`config.mk`:
```
export PLATFORM = sky130hd
export DESIGN_NAME = botrom_writer
export DESIGN_NICKNAME = d
export VERILOG_FILES = /design/src/rtl/botrom_writer.sv
export SDC_FILE = /design/constraint.sdc
export NUM_CORES = 1
export LEC_CHECK = 0
export ABC_AREA = 0
export BUFFER_PORTS_ARGS = -buffer_cell sky130_fd_sc_hd__buf_4
export CAP_MARGIN = 20
export CELL_PAD_IN_SITES_DETAIL_PLACEMENT = 1
export CELL_PAD_IN_SITES_GLOBAL_PLACEMENT = 1
export CORE_UTILIZATION = 40
export DETAILED_ROUTE_END_ITERATION = 10
export MAX_ROUTING_LAYER = met4
export PLACE_DENSITY = 0.84
export SYNTH_ARGS = -nofsm -noshare
export SYNTH_HDL_FRONTEND = slang
export SYNTH_SLANG_ARGS = --single-unit
```
`constraint.sdc`:
```
create_clock -name clk -period 4.3 [get_ports clk]
set_input_delay 0.43 -clock clk [delete_from_list [all_inputs] [get_ports clk]]
set_output_delay 0.43 -clock clk [all_outputs]
set_load 0.005 [all_outputs]
```
`src/rtl/botrom_writer.sv`:
```
// Writer for the bottom decode ROM image: streams bytes into ROM addresses 0..DEPTH-1 in order.
// Optional trailing checksum byte is enabled by defining BOTROM_CKSUM_EN.
module botrom_writer #(
  parameter int unsigned ADDR_WIDTH = 12,
  parameter int unsigned DATA_WIDTH = 8
) (
  input  logic                  clk,
  input  logic                  reset_n,
  input  logic                  start,
  input  logic                  abort,
  input  logic                  in_valid,
  input  logic [DATA_WIDTH-1:0] in_data,
  output logic                  in_ready,
  output logic                  wr_en,
  output logic [ADDR_WIDTH-1:0] wr_addr,
  output logic [DATA_WIDTH-1:0] wr_data,
  output logic                  busy,
  output logic                  done,
  output logic                  err
);

`ifdef BOTROM_CKSUM_EN
  typedef enum logic [1:0] {StIdle, StLoad, StCheck, StDone} state_e;
`else
  typedef enum logic [1:0] {StIdle, StLoad, StDone} state_e;
`endif

  localparam logic [ADDR_WIDTH-1:0] LastAddr = '1;

  state_e                  state_q, state_d;
  logic [ADDR_WIDTH-1:0]   count_q, count_d;
  logic                    in_ready_q, in_ready_d;
  logic                    wr_en_q, wr_en_d;
  logic [ADDR_WIDTH-1:0]   wr_addr_q, wr_addr_d;
  logic [DATA_WIDTH-1:0]   wr_data_q, wr_data_d;
  logic                    busy_q, busy_d;
  logic                    done_q, done_d;
  logic                    accept;
  logic                    active_d;
`ifdef BOTROM_CKSUM_EN
  logic [DATA_WIDTH-1:0]   sum_q, sum_d;
  logic [DATA_WIDTH-1:0]   cksum_total;
  logic                    err_q, err_d;
`endif

  // in_ready_q is high exactly in LOAD/CHECK, so it doubles as the accept qualifier.
  assign accept = in_valid && in_ready_q;

  always_comb begin
    state_d   = state_q;
    count_d   = count_q;
    wr_en_d   = 1'b0;
    wr_addr_d = wr_addr_q;
    wr_data_d = wr_data_q;
    done_d    = done_q;
`ifdef BOTROM_CKSUM_EN
    sum_d       = sum_q;
    err_d       = err_q;
    cksum_total = sum_q + in_data;
`endif
    unique case (state_q)
      StIdle, StDone: begin
        if (start && !abort) begin
          state_d = StLoad;
          count_d = '0;
          done_d  = 1'b0;
`ifdef BOTROM_CKSUM_EN
          sum_d   = '0;
          err_d   = 1'b0;
`endif
        end
      end
      StLoad: begin
        if (accept) begin
          wr_en_d   = 1'b1;
          wr_addr_d = count_q;
          wr_data_d = in_data;
`ifdef BOTROM_CKSUM_EN
          sum_d     = cksum_total;
`endif
          if (count_q == LastAddr) begin
`ifdef BOTROM_CKSUM_EN
            state_d = StCheck;
`else
            state_d = StDone;
            done_d  = 1'b1;
`endif
          end else begin
            count_d = count_q + ADDR_WIDTH'(1);
          end
        end
        // The byte accepted in an abort cycle still lands as one trailing write.
        if (abort) begin
          state_d = StIdle;
          done_d  = 1'b0;
`ifdef BOTROM_CKSUM_EN
          err_d   = 1'b0;
`endif
        end
      end
`ifdef BOTROM_CKSUM_EN
      StCheck: begin
        if (accept) begin
          state_d = StDone;
          done_d  = 1'b1;
          err_d   = (cksum_total != '0);
        end
        if (abort) begin
          state_d = StIdle;
          done_d  = 1'b0;
          err_d   = 1'b0;
        end
      end
`endif
      default: state_d = StIdle;
    endcase

`ifdef BOTROM_CKSUM_EN
    active_d = (state_d == StLoad) || (state_d == StCheck);
`else
    active_d = (state_d == StLoad);
`endif
    in_ready_d = active_d;
    busy_d     = active_d;
  end

  always_ff @(posedge clk or negedge reset_n) begin
    if (!reset_n) begin
      state_q    <= StIdle;
      count_q    <= '0;
      in_ready_q <= 1'b0;
      wr_en_q    <= 1'b0;
      wr_addr_q  <= '0;
      wr_data_q  <= '0;
      busy_q     <= 1'b0;
      done_q     <= 1'b0;
`ifdef BOTROM_CKSUM_EN
      sum_q      <= '0;
      err_q      <= 1'b0;
`endif
    end else begin
      state_q    <= state_d;
      count_q    <= count_d;
      in_ready_q <= in_ready_d;
      wr_en_q    <= wr_en_d;
      wr_addr_q  <= wr_addr_d;
      wr_data_q  <= wr_data_d;
      busy_q     <= busy_d;
      done_q     <= done_d;
`ifdef BOTROM_CKSUM_EN
      sum_q      <= sum_d;
      err_q      <= err_d;
`endif
    end
  end

  assign in_ready = in_ready_q;
  assign wr_en    = wr_en_q;
  assign wr_addr  = wr_addr_q;
  assign wr_data  = wr_data_q;
  assign busy     = busy_q;
  assign done     = done_q;
`ifdef BOTROM_CKSUM_EN
  assign err      = err_q;
`else
  assign err      = 1'b0;
`endif

endmodule
```
**Word level (Yosys, flattened, before mapping)**

Cells that the tools add are included.

- Register bits after elaboration: 37
- ROM bits: 0
- Memories kept: 0
- Bits in latches: 0
- RAM bits: 0

- Equality and inequality tests: 9
- $add $sub $neg: 1
- $mul: 0
- Bitwise logic cells: 0
- Muxes and demuxes: 16
- Reduce and logical (&&, ||, !) cells: 9
- Div/mod/pow operators: 0
- Magnitude comparators: 0
- Shifts and indexed selects: 0

Operators with widths:

| kind | count |
|---|---|
| $mux 12 | 3 |
| $pmux 12 s2 | 1 |
| $add 12x1->12 const B | 1 |
| $eq 12x12->1 const B | 1 |
| $mux 2 | 4 |
| $reduce_and 4->1 | 2 |
| $mux 1 | 6 |
| $ne 2x2->1 const B | 3 |
| $ne 3x3->1 const B | 2 |
| $eq 2x1->1 const B | 2 |
| $pmux 2 s2 | 1 |
| $eq 2x2->1 const B | 1 |
| $logic_and 1x1->1 | 2 |
| $logic_not 2->1 | 1 |
| $pmux 1 s2 | 1 |
| $reduce_and 2->1 | 1 |
| $reduce_bool 2->1 | 1 |
| $reduce_or 2->1 | 1 |
| $logic_not 1->1 | 1 |

**Longest topological paths before layout**

Gate-level depths: netlist of run 1.

- Depth after elaboration: 6
- Gate-level depth with buffers: 6
- Depth with buffers taken out: 5

**Worst setup path after synthesis of run 1**

Ideal clock, no wire load.

- Kind: register -> register
- From: register count_q[0]
- To: register count_q[9]
- Setup slack: 2.468 ns
- Data required time: 4.222 ns
- Arrival time: 1.755 ns
- Stages on the path, launching flop included: 7
- Path buffers: 1
- Cells stage by stage: dfrtp_1 ha_1 and3_1 and4_1 clkbuf_1 or4_1 a21oi_1

- Word-level cells in the longest chain between the ends: 4
- Elaborated cells between the ends (all ways): 7

RTL lines:

| item | line | RTL |
|---|---|---|
| start: declaration | 31 | `logic [ADDR_WIDTH-1:0] count_q, count_d;` |
| start signal: assignment | 143 | `count_q <= count_d;` |
| $add 12x1->12 | 89 | `count_d = count_q + ADDR_WIDTH'(1);` |
| $mux 12 | 81 | `if (count_q == LastAddr) begin` |
| $mux 12 | 74 | `if (accept) begin` |
| $pmux 12 s2 | 61 | `unique case (state_q)` |

Parallel ways exist; a longest one is shown, timed or not. The select of a mux whose other input is x is not followed.
A chain may end at the register's enable or synchronous reset.

**Worst setup path in the final report of run 1**

- From: register state_q[0]
- To: register count_q[11]

- Word-level cells in the longest chain between the ends: 4
- Elaborated cells between the ends (all ways): 10

RTL lines:

| item | line | RTL |
|---|---|---|
| start: declaration | 30 | `state_e state_q, state_d;` |
| start signal: assignment | 129 | `state_q <= StIdle;` |
| start signal: assignment | 142 | `state_q <= state_d;` |
| $eq 2x2->1 or $logic_not 2->1 (tied branches) | 61 |  |
| $reduce_or 2->1 | 61 |  |
| $ne 2x2->1 (no source line) or $reduce_bool 2->1 (tied branches) | -- |  |
| $reduce_and 4->1 (no source line) | -- |  |

Parallel ways exist; a longest one is shown, timed or not.

==> results.py, run 1 <==
metrics = {
    "grt": {
        "track_usage": 0.1930,
        "grt_max_degree": 38,
        "grt_pass1_wl_um": 6120,
        "grt-ovfl-total": 0,
        "grt_pass1_vias": 1350,
        "antenna_found_initial": 0,
    },
    "floorplan": {
        "io_pins": 38,
        "die_height_um": 66.70,
        "start_util": 0.4185,
        "coreArea_um2": 4000,
        "die_x_um": 66.70,
        "rows": 23,
        "die_area_um2": 4448,
    },
    "route": {
        "via_per_inst": 5.327,
        "wl_per_cell_um": 13.87,
        "firstDrtPassIters": 4,
        "postRouteAntennaNets": 0,
        "drc": 0,
        "drt_first_iter_violations": 48,
        "num_vias": 1417,
        "wl_um": 3690,
    },
    "worst_setup_path": {
        "crit_chain": "nand4b_2 -> a211o_1 -> or4_1 -> a21oi_1",
        "startpoint_type": "register",
        "r2r_setup_slack_ns": 2.07,
        "startpoint": "state_q[0]$_DFF_PN0_",
        "r2r-end": "count_q[11]$_DFFE_PN0P_",
        "cp.arrival_ns": 2.44,
        "critical_path_class": "reg -> reg",
        "r2r-start": "state_q[0]$_DFF_PN0_",
        "critPathBufInv": 0,
        "max_stage_delay_ns": 0.57,
        "path_delay_family": "simple AND/OR/NAND/NOR gates",
        "path_max_fanout": 16,
        "ff2ff_path_depth": 4,
        "crit_slowest_cell": "dfrtp_1",
        "crit_path_end_kind": "register",
        "crit_required_ns": 4.51,
    },
    "sta": {
        "fin_skew_ns": 0.005347,
        "period_minus_slack_ns": 2.228,
        "fmax_ghz": 0.4489,
        "rsz0062_at_grt": "false",
        "slew_violations": 0,
        "final.setup.tns_ns": 0,
        "max_slew_margin": 0.4986,
        "hold_viol": 0,
        "tightest_slew_ns": 0.7417,
        "period_share": 0.5181,
        "setup_violations": 0,
    },
    "pwr": {
        "cell_internal_pwr_uw": 662.3,
        "p_switching_uw": 220.1,
        "power_frac_comb": 0.163,
        "leakage_uw": 0.001078,
        "power.share.clock": 0.353,
        "seqPwrFrac": 0.484,
        "swShare": 0.2494,
        "powerDensity_nw_per_um2": 421.5,
        "vdd_drop_max_uv": 171.1,
    },
    "layout": {
        "drive_gt1_frac": 0.2176,
        "fin_nets": 229,
        "syn_to_final_growth_pct": 25.04,
        "layout_commonest_cell": "nand2_1",
        "num_antenna_cells": 0,
        "final_cells": 266,
        "layout_common_cells": "64 x nand2_1, 37 x dfrtp_1, 37 x buf_4",
        "num-fill-cells": 471,
    },
    "logic_synthesis": {
        "syn_avg_cell_area_um2": 9.353,
        "syn-instance-count": 179,
        "ys.warnings.count": 0,
        "async_flop_share": 1.000,
        "synth_seq_cells": 37,
        "synth_nets": 193,
        "synth.distinct_cells": 34,
        "syn_area_um2": 1674,
        "ys_seq_area_frac": 0.5531,
        "synth_edf_count": 0,
        "synthFlopType": "dfrtp_1",
    },
    "clocking": {
        "cts_tree": "done",
        "cts_resized": 0,
        "cts_buffers": 5,
        "clk_path_buf_depth": 2,
        "clk_pin_slew_ns": 0.07,
        "cts-root-buf": "clkbuf_8",
        "ctsHoldBuffers": 0,
        "clk_latency_ns": 0.29,
        "h-tree-depth": 2,
        "cts_sinks": 37,
        "post-cts-setup-buffers": 0,
    },
    "placed_design": {
        "gp_congestion": 0.8223,
        "dp_cells": 258,
        "dp_hpwl_um": 2653,
        "portBuffers": 36,
    },
    "run_status": {
        "status": "completed",
    },
    "min_path": {
        "hold_path_class": "in -> async",
    },
    "flow_run": {
        "maxCapViolations": 0,
    },
}
==> logic make-up after synthesis <==
| family | count (synthesis) | synth area share |
|---|---|---|
| xor+xnor | 1 | 0.005233 |
| other cells | 1 | 0.002240 |
| flops | 37 | 0.5531 |
| compound gates | 24 | 0.1009 |
| fa+ha+maj | 1 | 0.007473 |
| mux | 4 | 0.02541 |
| simple gates | 98 | 0.2720 |
| buf+inv | 13 | 0.03362 |
==> synthesized netlist by cell type (all sizes together), types with 2 or more instances <==
cell | number | share of area
a21oi | 5 | 0.015
a311oi | 2 | 0.010
a31oi | 2 | 0.0075
and3 | 2 | 0.0075
and4 | 3 | 0.016
buf | 2 | 0.0090
clkbuf | 6 | 0.013
dfrtp | 37 | 0.55
inv | 4 | 0.0090
mux2 | 2 | 0.013
mux2i | 2 | 0.012
nand2 | 64 | 0.14
nand2b | 5 | 0.019
nand3 | 4 | 0.012
nand4 | 5 | 0.019
nor2 | 6 | 0.013
o21ai | 3 | 0.0090
o311ai | 2 | 0.010
o31ai | 6 | 0.027
or3 | 2 | 0.0075
or4 | 2 | 0.0090
==> metal layers <==
layer  global-route usage  vias up  wire length, µm
met3              0.04795        7              157
met1               0.2227      695             1616
li1                     -      687                -
met5                    -        -                0
met2               0.3270       28             1869
met4              0.06383        0               47
==> cell type report <==
cell class	count	area [µm²]	area share
Clock buffer	7	86.33	0.04124
Sequential cell	37	925.9	0.4423
Inverter	5	18.77	0.008966
Tap cell	50	62.56	0.02989
Multi-Input combinational cell	129	691.9	0.3305
Timing Repair Buffer	37	277.8	0.1327
Clock inverter	1	30.03	0.01435
==> power groups by stage <==
stage / combinational [µW] / clock [µW] / sequential [µW]
CTS: 149 / 318 / 427
finish: 144 / 312 / 427
global route: 166 / 333 / 433
global placement: 143 / 0 / 432
floorplan: 56.7 / 0 / 431
detailed placement: 148 / 0 / 434
==> stage by stage <==
step	setup slack, ns	utilization	power (µW)	hold slack [ns]	area [µm²]
2_1_floorplan	2.468	-	488.1	0.1344	1674
3_3_place_gp	2.141	0.4942	575.1	0.4205	1977
3_5_place_dp	2.120	0.4942	582.4	0.4238	1977
4_1_cts	2.096	0.5233	894.1	0.1089	2093
5_1_grt	1.972	0.5233	931.5	0.1288	2093
6_report	2.072	0.5233	882.4	0.09502	2093
==> worst register-to-register path: stages, from the launching register on <==
cell and delay (ns):
dfrtp_1 0.57, nand4b_2 0.47, a211o_1 0.49, or4_1 0.48
a21oi_1 0.15
==> state kept, by name, summed over array words and instances (netlist names) <==
| register | cells |
|---|---|
| wr_addr | 12 |
| busy | 1 |
| wr_data | 8 |
| done | 1 |
| state_q | 2 |
| wr_en | 1 |
| count_q | 12 |
==> worst max path at each step <==
stage	cells after the start	slack [ns]	endpoint
finish	4	2.07	count_q[11]$_DFFE_PN0P_
CTS	4	2.10	count_q[11]$_DFFE_PN0P_
detailed placement	4	2.12	count_q[11]$_DFFE_PN0P_
floorplan	6	2.47	count_q[9]$_DFFE_PN0P_
global placement	4	2.14	count_q[9]$_DFFE_PN0P_
global route	4	1.97	count_q[9]$_DFFE_PN0P_
Power figures use the tool's default switching activity.
==> run 2: changes to the inputs <==
--- a/config.mk
+++ b/config.mk
@@ -10,10 +10,10 @@
 export CAP_MARGIN = 20
 export CELL_PAD_IN_SITES_DETAIL_PLACEMENT = 1
 export CELL_PAD_IN_SITES_GLOBAL_PLACEMENT = 1
-export CORE_UTILIZATION = 40
+export CORE_UTILIZATION = 36
 export DETAILED_ROUTE_END_ITERATION = 10
 export MAX_ROUTING_LAYER = met4
-export PLACE_DENSITY = 0.84
+export PLACE_DENSITY = 0.81
 export SYNTH_ARGS = -nofsm -noshare
 export SYNTH_HDL_FRONTEND = slang
 export SYNTH_SLANG_ARGS = --single-unit
==> constraint.sdc (replaced) <==
create_clock -name clk -period 1.9 [get_ports clk]
set_input_delay 0.19 -clock clk [delete_from_list [all_inputs] [get_ports clk]]
set_output_delay 0.19 -clock clk [all_outputs]
set_load 0.005 [all_outputs]
==> run 2 against run 1 <==
Compared with the run above:
- register-to-register slack lost 2.0 ns
- sequential share of layout area down 1.8 points
- final cell count grew 5.3%
- global-route usage down 1.4 points
- count of clock-buffer cells in the layout unchanged
- non-clock buffer count grew 13
- maximum frequency increased by 20%
- critical path depth unchanged
- clock power is 78% higher
- utilization down 2.9 points
- combinational power grew to 2.6 times the previous value
- largest cell class unchanged
==> results.py, run 2 (same netlist as run 1, synthesis figures left out) <==
metrics = {
    "worst_setup_path": {
        "crit_slowest_cell": "or4_4",
        "r2r-end": "count_q[9]$_DFFE_PN0P_",
        "r2r-start": "state_q[0]$_DFF_PN0_",
        "ff2ff_path_depth": 4,
        "path_delay_family": "simple AND/OR/NAND/NOR gates",
        "path_max_fanout": 4,
        "max_stage_delay_ns": 0.49,
        "crit_path_end_kind": "register",
        "critPathBufInv": 0,
        "cp.arrival_ns": 2.08,
        "critical_path_class": "reg -> reg",
        "startpoint_type": "register",
        "crit_required_ns": 2.12,
        "r2r_setup_slack_ns": 0.05,
        "crit_chain": "or3b_4 -> a211o_1 -> or4_4 -> a21oi_2",
    },
    "layout": {
        "syn_to_final_growth_pct": 30.42,
        "postLayoutCellArea_um2": 2183,
        "final_cells": 280,
        "layout_common_cells": "64 x nand2_1, 49 x buf_4, 37 x dfrtp_1",
        "drive_gt1_frac": 0.2763,
        "num-fill-cells": 526,
        "layout_commonest_cell": "nand2_1",
        "num_antenna_cells": 0,
        "fin_nets": 242,
    },
    "min_path": {
        "hold_path_class": "in -> reg",
        "holdCritStartpoint": "in_data[7]",
        "hold_depth": 3,
        "holdPathEnd": "wr_data[7]$_DFFE_PN0P_",
    },
    "floorplan": {
        "die_x_um": 70.20,
        "die_height_um": 70.20,
        "start_util": 0.3793,
        "coreArea_um2": 4414,
        "io_pins": 38,
        "die_area_um2": 4927,
        "rows": 24,
    },
    "clocking": {
        "clk_path_buf_depth": 2,
        "clk_latency_ns": 0.29,
        "cts_buffers": 5,
        "h-tree-depth": 2,
        "clk_pin_slew_ns": 0.07,
        "cts_sinks": 37,
        "cts-root-buf": "clkbuf_8",
        "cts_tree": "done",
    },
    "grt": {
        "grt_pass1_wl_um": 6693,
        "grt_use_met3": 0.04185,
        "track_usage": 0.1786,
        "grt_max_degree": 38,
        "grt_pass1_vias": 1452,
        "use_met2": 0.3024,
        "antenna_found_initial": 0,
        "grt-ovfl-total": 0,
        "busiest_layer": "met2",
        "met1_usage": 0.2062,
    },
    "pwr": {
        "powerDensity_nw_per_um2": 862.5,
        "p_total_uw": 1883,
        "vdd_drop_max_uv": 416.9,
        "leakage_uw": 0.001132,
    },
    "route": {
        "drc": 0,
        "postRouteAntennaNets": 0,
        "wl_um": 3927,
        "firstDrtPassIters": 4,
        "wl_per_cell_um": 14.03,
        "num_vias": 1443,
        "via_per_inst": 5.154,
        "drt_first_iter_violations": 40,
    },
    "run_status": {
        "status": "completed",
    },
    "placed_design": {
        "gp_congestion": 0.8298,
        "dp_hpwl_um": 2823,
        "dp_cells": 271,
        "portBuffers": 36,
        "place_area_um2": 2062,
        "dp_worst_setup_slack_ns": 0.1022,
    },
    "flow_run": {
        "maxCapViolations": 0,
    },
    "sta": {
        "fin_ws_ns": 0.04579,
        "slew_violations": 0,
        "fmax_ghz": 0.5393,
        "hold_viol": 0,
        "period_minus_slack_ns": 1.854,
        "fin_skew_ns": 0.005187,
        "setup_violations": 0,
        "period_share": 0.9759,
        "whs_ns": 0.08915,
    },
}
==> run 2: what timing repair did <==
item,4_1_cts,5_1_grt
resized for setup,0,6
hold endpoints to repair,37,0
buffers inserted,0,1
hold buffers,1,0
endpoints found under the setup margin,0,2
==> run 2: report_power, final <==
group / internal [µW] / switching (µW)
Clock: 288 / 267
Sequential: 891 / 59.7
Combinational: 209 / 169
Total: 1390 / 495
==> run 2: worst max path at each step <==
| stage | from | endpoint | slack (ns) | depth (start not counted) |
|---|---|---|---|---|
| 6_report | state_q[0]$_DFF_PN0_ | count_q[9]$_DFFE_PN0P_ | 0.05 | 4 |
| 4_1_cts | count_q[0]$_DFFE_PN0P_ | count_q[9]$_DFFE_PN0P_ | 0.08 | 5 |
| 3_3_place_gp | state_q[0]$_DFF_PN0_ | count_q[9]$_DFFE_PN0P_ | 0.14 | 4 |
| 3_5_place_dp | count_q[0]$_DFFE_PN0P_ | count_q[9]$_DFFE_PN0P_ | 0.10 | 5 |
| 5_1_grt | state_q[0]$_DFF_PN0_ | count_q[9]$_DFFE_PN0P_ | -0.007 | 4 |
| 2_1_floorplan | count_q[0]$_DFFE_PN0P_ | count_q[9]$_DFFE_PN0P_ | 0.07 | 6 |
==> run 2: cell type report <==
cell class                 count  area, µm²  area share
clock buffer                   7      86.33     0.03954
inverter                       5      18.77    0.008596
multi-input combinational    129      709.4      0.3249
sequential                    37      925.9      0.4241
tap                           52      65.06     0.02980
timing repair buffer          50      377.9      0.1731
==> run 2: through the flow <==
| stage | utilization | TNS (ns) |
|---|---|---|
| floorplan | - | 0 |
| global placement | 0.4671 | 0 |
| detailed placement | 0.4671 | 0 |
| CTS | 0.4889 | 0 |
| global route | 0.4946 | -0.007410 |
| finish | 0.4946 | 0 |
==> run 2: layer usage <==
metal	share of wire	routed length, µm	vias up
li1	-	-	715
met1	0.45	1777	688
met2	0.49	1924	32
met3	0.040	158	8
met4	0.017	66	0
met5	0	0	-
==> run 2: tightest hold or removal path, delay by kind of cell <==
family | cells | cell delay, ns
and+or+nand+nor | 2 | 0.08
buffers and inverters | 1 | 0.07
==> run 3: changes to the inputs <==
--- a/config.mk
+++ b/config.mk
@@ -13,7 +13,7 @@
 export CORE_UTILIZATION = 36
 export DETAILED_ROUTE_END_ITERATION = 10
 export MAX_ROUTING_LAYER = met4
-export PLACE_DENSITY = 0.81
+export PLACE_DENSITY = 0.75
 export SYNTH_ARGS = -nofsm -noshare
 export SYNTH_HDL_FRONTEND = slang
 export SYNTH_SLANG_ARGS = --single-unit
==> run 3 against run 2 <==
Compared with the run above:
- count of clock-buffer cells in the layout did not move
- power fell by 0.55%
- via count rose by 2.3%
- sequential cell count did not move
- combinational power fell by 4%
- largest cell class unchanged
- worst hold slack improved by 0.0033 ns
==> results.py, run 3 (same netlist as run 1, synthesis figures left out) <==
metrics = {
    "run_status": {
        "status": "completed",
    },
    "grt": {
        "antenna_found_initial": 0,
        "grt_pass1_vias": 1601,
        "grt-ovfl-total": 0,
        "track_usage": 0.1940,
        "grt_pass1_wl_um": 7265,
        "grt_max_degree": 38,
    },
    "route": {
        "wl_um": 4281,
        "drt_first_iter_violations": 83,
        "dr_wl_met2_um": 2297,
        "firstDrtPassIters": 4,
        "num_vias": 1476,
        "wl_per_cell_um": 15.57,
        "postRouteAntennaNets": 0,
        "drc": 0,
        "via_per_inst": 5.367,
        "maxUsedRoutingLayer": "met4",
        "wl_met1_um": 1736,
        "wl_met3_um": 168,
    },
    "clocking": {
        "h-tree-depth": 2,
        "cts_tree": "done",
        "clk_latency_ns": 0.29,
        "cts-root-buf": "clkbuf_8",
        "clk_path_buf_depth": 2,
        "clk_pin_slew_ns": 0.07,
        "cts_buffers": 5,
        "cts_sinks": 37,
    },
    "layout": {
        "fin_nets": 237,
        "drive_gt1_frac": 0.2556,
        "final_util": 0.4858,
        "layout_commonest_cell": "nand2_1",
        "syn_to_final_growth_pct": 28.10,
        "layout_common_cells": "64 x nand2_1, 44 x buf_4, 37 x dfrtp_1",
        "num_antenna_cells": 0,
    },
    "pwr": {
        "leakage_uw": 0.001103,
        "vdd_drop_max_uv": 399.1,
        "powerDensity_nw_per_um2": 873.2,
    },
    "sta": {
        "fin_skew_ns": 0.005987,
        "period_minus_slack_ns": 1.841,
        "period_share": 0.9690,
        "slew_violations": 0,
        "fin_ws_ns": 0.05890,
        "fmax_ghz": 0.5432,
        "final.setup.tns_ns": 0,
        "setup_violations": 0,
        "hold_viol": 0,
    },
    "floorplan": {
        "die_height_um": 70.20,
        "die_area_um2": 4927,
        "start_util": 0.3793,
        "coreArea_um2": 4414,
        "rows": 24,
        "die_x_um": 70.20,
        "io_pins": 38,
    },
    "min_path": {
        "holdCritStartpoint": "in_data[3]",
        "hold_depth": 3,
        "hold_path_class": "in -> reg",
        "holdPathEnd": "wr_data[3]$_DFFE_PN0P_",
    },
    "worst_setup_path": {
        "startpoint": "state_q[0]$_DFF_PN0_",
        "r2r-start": "state_q[0]$_DFF_PN0_",
        "startpoint_type": "register",
        "crit_required_ns": 2.11,
        "path_max_fanout": 6,
        "r2r_setup_slack_ns": 0.06,
        "cp.arrival_ns": 2.05,
        "r2r-end": "count_q[11]$_DFFE_PN0P_",
        "ff2ff_path_depth": 4,
        "crit_path_end_kind": "register",
        "critical_path_class": "reg -> reg",
    },
    "placed_design": {
        "dp_worst_setup_slack_ns": 0.02186,
        "gp_congestion": 0.8254,
        "dp_hpwl_um": 3189,
        "portBuffers": 36,
    },
    "flow_run": {
        "maxCapViolations": 0,
    },
}
==> run 3: per-stage QoR <==
stage	instances	cell area, µm²	hold slack (ns)	power [µW]
floorplan	179	1674	-0.1056	1105
global placement	267	2032	0.1761	1316
detailed placement	267	2032	0.1864	1344
CTS	275	2128	0.08739	1904
global route	275	2145	0.1040	1988
finish	275	2145	0.09242	1873
==> run 3: worst max-delay path by stage <==
stage	endpoint	slack (ns)	cells after the start
6_report	count_q[11]$_DFFE_PN0P_	0.06	4
5_1_grt	count_q[10]$_DFFE_PN0P_	-0.003	5
4_1_cts	count_q[11]$_DFFE_PN0P_	0.008	5
3_5_place_dp	count_q[11]$_DFFE_PN0P_	0.02	5
3_3_place_gp	count_q[9]$_DFFE_PN0P_	0.13	5
2_1_floorplan	count_q[9]$_DFFE_PN0P_	0.07	6
==> run 3: area by class of cell <==
| cell class | instances | area, µm² |
|---|---|---|
| Inverter | 5 | 18.77 |
| Timing Repair Buffer | 45 | 340.3 |
| Multi-Input combinational cell | 129 | 708.2 |
| Sequential cell | 37 | 925.9 |
| Tap cell | 52 | 65.06 |
| Fill cell | 509 | 2270 |
| Clock buffer | 7 | 86.33 |
==> run 3: power breakdown <==
part	total [µW]	internal (µW)	switching [µW]
sequential	955	891	63.3
combinational	364	199	165
clock	554	288	266
==> run 3: routing by layer <==
layer  vias to the layer above  global-route usage
met5                         -                   -
met4                         0             0.07111
met3                        10             0.04185
met2                        34              0.3408
met1                       735              0.2158
li1                        697                   -
==> run 3: worst max-delay path, stage by stage (launching register included) <==
cell and delay [ns]:
dfrtp_1 0.37, or3b_1 0.40, a211o_1 0.34, or4_1 0.49, a21oi_1 0.16
==> run 3: timing repair <==
item	in CTS	in global routing
hold buffers	1	0
hold endpoints to repair	37	0
endpoints found under the setup margin	0	4
setup buffers	0	0
resized for setup	0	6
